==> config.mk <==
export PLATFORM = sky130hd
export DESIGN_NAME = stream_maxpool
export DESIGN_NICKNAME = d
export VERILOG_FILES = /design/src/rtl/maxpool_pkg.sv /design/src/rtl/pool_rowbuf.sv /design/src/rtl/stream_maxpool.sv
export SDC_FILE = /design/constraint.sdc
export NUM_CORES = 1
export LEC_CHECK = 0
export CORE_MARGIN = 2
export CORE_UTILIZATION = 55
export DETAILED_ROUTE_END_ITERATION = 6
export PLACE_DENSITY = 0.76
export SETUP_SLACK_MARGIN = 0.5
export SLEW_MARGIN = 40
export SYNTH_ARGS = -nofsm -noshare
export SYNTH_HDL_FRONTEND = slang
export SYNTH_HIERARCHICAL = 1
export SYNTH_SLANG_ARGS = --single-unit
==> constraint.sdc <==
create_clock -name clk -period 3.7 [get_ports clk]
set_input_delay 0.74 -clock clk [delete_from_list [all_inputs] [get_ports clk]]
set_output_delay 0.74 -clock clk [all_outputs]
set_load 0.05 [all_outputs]
==> src/rtl/maxpool_pkg.sv <==
// Shared defaults, POOL limits and the sample compare used by stream_maxpool.
package maxpool_pkg;
    localparam int DEF_DATA_W     = 16;
    localparam int DEF_IMG_W      = 28;
    localparam int DEF_IMG_H      = 28;
    localparam int DEF_CHANNELS   = 1;
    localparam int DEF_POOL       = 2;
    localparam int DEF_SIGNED_CMP = 0;
    localparam int POOL_MIN       = 2;
    localparam int POOL_MAX       = 4;
    localparam int MAX_W          = 64;

    function automatic int cnt_w(input int n);
        return (n > 1) ? $clog2(n) : 1;
    endfunction

    // Callers pass zero-extended samples of width w. Flipping bit w-1 maps
    // two's-complement order onto unsigned order, so one magnitude compare
    // serves both modes.
    function automatic logic sample_gt(input logic [MAX_W-1:0] a,
                                       input logic [MAX_W-1:0] b,
                                       input int               w,
                                       input logic             signed_cmp);
        logic [MAX_W-1:0] bias;
        bias = signed_cmp ? (MAX_W'(1) << (w - 1)) : '0;
        return (a ^ bias) > (b ^ bias);
    endfunction
endpackage

==> src/rtl/pool_rowbuf.sv <==
// Partial-max line buffer: one combinational read port, one synchronous write port.
module pool_rowbuf #(
    parameter int DATA_W = 16,
    parameter int DEPTH  = 14,
    parameter int AW     = 4
) (
    input  logic              clk,
    input  logic              we,
    input  logic [AW-1:0]     wr_addr,
    input  logic [DATA_W-1:0] wr_data,
    input  logic [AW-1:0]     rd_addr,
    output logic [DATA_W-1:0] rd_data
);
    logic [DATA_W-1:0] mem [DEPTH];

    assign rd_data = mem[rd_addr];

    always_ff @(posedge clk) begin
        if (we) mem[wr_addr] <= wr_data;
    end
endmodule

==> src/rtl/stream_maxpool.sv <==
// Streaming POOLxPOOL max-pool over a raster frame with interleaved channels,
// one partial max per (output column, channel) held in a line buffer.
module stream_maxpool
    import maxpool_pkg::*;
#(
    parameter int DATA_W     = DEF_DATA_W,
    parameter int IMG_W      = DEF_IMG_W,
    parameter int IMG_H      = DEF_IMG_H,
    parameter int CHANNELS   = DEF_CHANNELS,
    parameter int POOL       = DEF_POOL,
    parameter int SIGNED_CMP = DEF_SIGNED_CMP
) (
    input  logic              clk,
    input  logic              rst_n,
    input  logic [DATA_W-1:0] in_data,
    input  logic              in_valid,
    output logic              in_ready,
    input  logic              in_last,
    output logic [DATA_W-1:0] out_data,
    output logic              out_valid,
    input  logic              out_ready,
    output logic              out_last
);
    localparam int OW    = IMG_W / POOL;
    localparam int OH    = IMG_H / POOL;
    localparam int DEPTH = OW * CHANNELS;
    localparam int CW    = cnt_w(CHANNELS);
    localparam int XW    = cnt_w(IMG_W);
    localparam int YW    = cnt_w(IMG_H);
    localparam int PW    = cnt_w(POOL);
    localparam int OXW   = cnt_w(OW + 1);
    localparam int OYW   = cnt_w(OH + 1);
    localparam int AW    = cnt_w(DEPTH);

    if (POOL < POOL_MIN || POOL > POOL_MAX) begin : g_pool_range
        $error("stream_maxpool: POOL out of range");
    end

    logic [CW-1:0]     ch;
    logic [XW-1:0]     col;
    logic [YW-1:0]     row;
    // Window phase and output coordinates track col/row so no divider is needed.
    logic [PW-1:0]     pc, pr;
    logic [OXW-1:0]    ocol;
    logic [OYW-1:0]    orow;
    logic              xfer, in_win, first_el, last_el;
    logic              ch_wrap, col_wrap, frame_end, take_new, emit;
    logic [AW-1:0]     idx;
    logic [DATA_W-1:0] stored, merged;

    assign in_ready  = !out_valid || out_ready;
    assign xfer      = in_valid && in_ready;
    assign in_win    = (ocol < OXW'(OW)) && (orow < OYW'(OH));
    assign first_el  = (pc == '0) && (pr == '0);
    assign last_el   = (pc == PW'(POOL - 1)) && (pr == PW'(POOL - 1));
    assign ch_wrap   = ch == CW'(CHANNELS - 1);
    assign col_wrap  = col == XW'(IMG_W - 1);
    assign frame_end = ch_wrap && col_wrap && (row == YW'(IMG_H - 1));
    assign idx       = AW'(int'(ocol) * CHANNELS + int'(ch));
    assign take_new  = first_el ||
                       sample_gt(MAX_W'(in_data), MAX_W'(stored), DATA_W, SIGNED_CMP != 0);
    assign merged    = take_new ? in_data : stored;
    assign emit      = xfer && in_win && last_el;

    pool_rowbuf #(.DATA_W(DATA_W), .DEPTH(DEPTH), .AW(AW)) u_rowbuf (
        .clk     (clk),
        .we      (xfer && in_win),
        .wr_addr (idx),
        .wr_data (merged),
        .rd_addr (idx),
        .rd_data (stored)
    );

    always_ff @(posedge clk or negedge rst_n) begin
        if (!rst_n) begin
            ch <= '0; col <= '0; row <= '0;
            pc <= '0; pr <= '0; ocol <= '0; orow <= '0;
        end else if (xfer) begin
            // An early in_last resyncs to frame start.
            if (in_last || frame_end) begin
                ch <= '0; col <= '0; row <= '0;
                pc <= '0; pr <= '0; ocol <= '0; orow <= '0;
            end else if (!ch_wrap) begin
                ch <= ch + 1'b1;
            end else begin
                ch <= '0;
                if (!col_wrap) begin
                    col <= col + 1'b1;
                    if (pc == PW'(POOL - 1)) begin
                        pc   <= '0;
                        ocol <= ocol + 1'b1;
                    end else begin
                        pc <= pc + 1'b1;
                    end
                end else begin
                    col  <= '0;
                    pc   <= '0;
                    ocol <= '0;
                    row  <= row + 1'b1;
                    if (pr == PW'(POOL - 1)) begin
                        pr   <= '0;
                        orow <= orow + 1'b1;
                    end else begin
                        pr <= pr + 1'b1;
                    end
                end
            end
        end
    end

    always_ff @(posedge clk or negedge rst_n) begin
        if (!rst_n) begin
            out_valid <= 1'b0;
            out_last  <= 1'b0;
            out_data  <= '0;
        end else if (emit) begin
            out_valid <= 1'b1;
            out_data  <= merged;
            out_last  <= (ocol == OXW'(OW - 1)) && (orow == OYW'(OH - 1)) && ch_wrap;
        end else if (out_ready) begin
            out_valid <= 1'b0;
        end
    end
endmodule

==> flow_metrics.tcl <==
set metrics [dict create \
    outcome "finished, violations left" \
    violations "design-rule violations, negative setup slack" \
    slew_viol_final 0 \
    min_period_ns 4.00 \
    cts-root-buf "clkbuf_16" \
    synth_cells 700 \
    gp_congestion 0.893 \
    dr.pass1.iters 7 \
    ys_seq_area_share_pct 67.2 \
    crit_chain "buf_12 -> buf_16 -> buf_4 -> mux2_2 -> mux2i_1 -> a21oi_2 -> inv_1 -> ha_1 -> nand4_1 -> buf_4 -> buf_6 -> nor2_4 -> a2bb2oi_4 -> a31oi_4 -> buf_6 -> buf_16 -> mux2_4" \
    slowest_stage "dfrtp_4" \
    chipWidth_um 148 \
    finalSetupViolations 228 \
    synth-seq-cells 262 \
    worst_setup_path_end_kind "register" \
    intPower_mw 7.27 \
    grt_usage_pct 31.7 \
    worst-setup-path-type "register to register" \
    synth_top_flop_cell "edfxtp_1" \
    num_rows 52 \
    cts_tree "yes" \
    swShare_pct 33.0 \
    mostFrequentLayoutCell "edfxtp_1" \
    io_pins 40 \
    rr_endpoint "u_rowbuf/mem[7][13]" \
    p_leak_nw 5.32 \
    clock_skew_ns 0.0221 \
    worst_setup_path_start_kind "register" \
    setup_ws_ns -0.301 \
    hold_buffers 0 \
    synthToLayoutAreaGrowth_pct 30.9 \
    cp_top_family "buffers and inverters" \
    cts_htree_levels 1 \
    drc_errors 1 \
    via_per_inst 7.07 \
    rsz0062_at_grt "yes" \
    min_path_type "input pin to async pin" \
    die_area_um2 21900 \
    vdd_ir_drop_max_uv 392 \
    ant_nets 0 \
    synth-edff-count 224 \
    post-place-ws_ns -0.203 \
    grt_start_max_net_pins 39 \
    reg2reg_depth 17 \
    diodes 0 \
    mostFrequentLayoutCells "edfxtp_1 (224), buf_4 (104), mux4_2 (46)" \
    crit_buf_inv 8 \
    cellPowerDensity_nw_per_um2 726 \
    cp.required_ns 3.97 \
    max_slew_margin_pct 60.9 \
    vias 8259 \
    overflow 0 \
    cp.depth 17 \
    tightest_slew_ns 0.586 \
    synth_area_um2 11400 \
    p_switching_mw 3.58 \
    placed_cell_area_um2 12900 \
    seq_power_share_pct 35.8 \
    antenna_found_initial 0 \
    cts_max_path_buffers 3 \
    hold_violations 0 \
    fin_crit_sh_pct 108 \
    ys_types 48 \
    post-route-util_pct 73.6 \
    ys_warn_count 6 \
    async_flop_share_pct 14.5 \
    cp_data_arrival_time_ns 4.27 \
    drive_gt1_share_pct 39.1 \
    path_clk_slew_ns 0.07 \
    wl_um 37000 \
    drt_iter0_drc 1116 \
    max_freq_mhz 250 \
    crit_start "ocol[0]" \
    coreArea_um2 20300 \
    fp.dieH_um 148 \
    clock_latency_ns 0.54 \
    r2r_slack_ns -0.30 \
    design_area_um2 14900 \
    first_global_vias 8235 \
    cts_buffers 26 \
    syn_avg_cell_area_um2 16.3 \
    nets 922 \
    dp_hpwl_um 19000 \
    cpPeakStageDelay_ns 0.52 \
    clock_sinks 262 \
    path_max_fanout 7 \
    power_frac_clock_pct 25.5 \
    comb_power_share_pct 38.8 \
    portBuffers 39 \
    wire_per_inst_um 31.7 \
    max_cap_violations 0 \
    crit_end "u_rowbuf/mem[7][13]" \
    r2r-start "ocol[0]" \
    start_util_pct 56.2 \
    grt_pass1_wl_um 50900 \
    syn_nets 743 \
]
[area by class of cell]
cell class              count  area (µm²)
repair buffers            176        1710
flip-flops and latches    262        7680
fillers                  1129        5350
inverters                  23        86.3
clock inverters            11         156
well taps                 270         338
clock buffers              36         729
multi-input cells         390        4250
[metrics by stage]
step / total power [mW] / instances / hold WS [ns] / TNS (ns)
2_1_floorplan: 5.78 / 700 / 0.444 / 0
3_3_place_gp: 6.76 / 1071 / 0.480 / -29.78
3_5_place_dp: 6.87 / 1071 / 0.474 / -37.12
4_1_cts: 10.3 / 1151 / 0.202 / 0
5_1_grt: 11.1 / 1168 / 0.228 / -69.30
6_report: 10.9 / 1168 / 0.198 / -60.22
[worst reg2reg max path: cells and delay by family, from the launching register on]
kind / cells / cell delay (ns)
compound gates: 3 / 0.64
simple gates: 2 / 0.38
mux: 3 / 0.67
fa+ha+maj: 1 / 0.32
buf+inv: 8 / 1.24
flops: 1 / 0.52
[synth_stat cells, types with 2 or more instances]
library cell,number,area (µm²)
edfxtp_1,224,6730
mux4_2,39,878
dfrtp_1,38,951
mux2_2,31,349
nand2_1,29,109
nand3_1,27,135
a21oi_1,25,125
nor2_1,25,93.8
inv_1,23,86.3
nand4_1,23,144
nor3_1,23,115
ha_1,22,275
clkbuf_1,18,67.6
mux2i_1,17,170
a22oi_1,16,120
o21ai_0,16,80.1
o22ai_1,16,100
o311ai_0,16,140
buf_2,14,70.1
mux4_1,9,236
xor2_1,6,52.6
buf_6,5,56.3
nand2b_1,4,25.0
a2111oi_2,2,30.0
a21o_1,2,15.0
and2_1,2,12.5
and4b_1,2,20.0
buf_4,2,15.0
nand3b_1,2,15.0
o31ai_1,2,15.0
or2_2,2,12.5
or3_1,2,12.5
[layer usage]
layer	wire [µm]	global-route usage [%]	part of all wire [%]
met1	12300	40.3	33
met2	17600	52.2	48
met3	4630	7.21	12
met5	0	0	0
met4	2470	15.4	6.7
[power by group through the flow]
stage          sequential [mW]  clock, mW  combinational (mW)
2_1_floorplan             4.17          0                1.61
3_3_place_gp              3.92          0                2.84
3_5_place_dp              3.94          0                2.93
4_1_cts                   3.85       2.75                3.68
6_report                  3.88       2.77                4.20
5_1_grt                   3.89       2.89                4.34
[worst min-delay path by stage]
stage,from,end,slack (ns),depth (start not counted)
after CTS,rst_n,out_data[12],0.20,1
after detailed placement,out_last,out_last,0.47,2
final,rst_n,out_data[8],0.20,1
after global routing,rst_n,out_data[8],0.23,1
after floorplan,rst_n,col[0],0.44,0
after global placement,out_last,out_last,0.48,2
[cell families after synthesis]
kind of cell	share of synthesized area (%)
and+or+nand+nor	6.68
AOI/OAI and AO/OA	6.19
xor gates and xnor gates	0.537
buffers and inverters	2.62
adders and majority gates	2.41
muxes	14.3
DFF	67.2
[registers in the layout, indices dropped and copies added (netlist names)]
signal / cells
out_valid: 1
u_rowbuf/mem: 224
ocol: 4
col: 5
orow: 4
out_data: 16
out_last: 1
pr: 1
pc: 1
row: 5
[what timing repair did]
action,in CTS,in global routing
gates resized for setup,81,62
gates cloned,13,6
setup buffers,20,11
setup endpoints to repair,240,240
pin swaps,19,20
hold endpoints to repair,0,0
(Power assumes the default switching activity.)
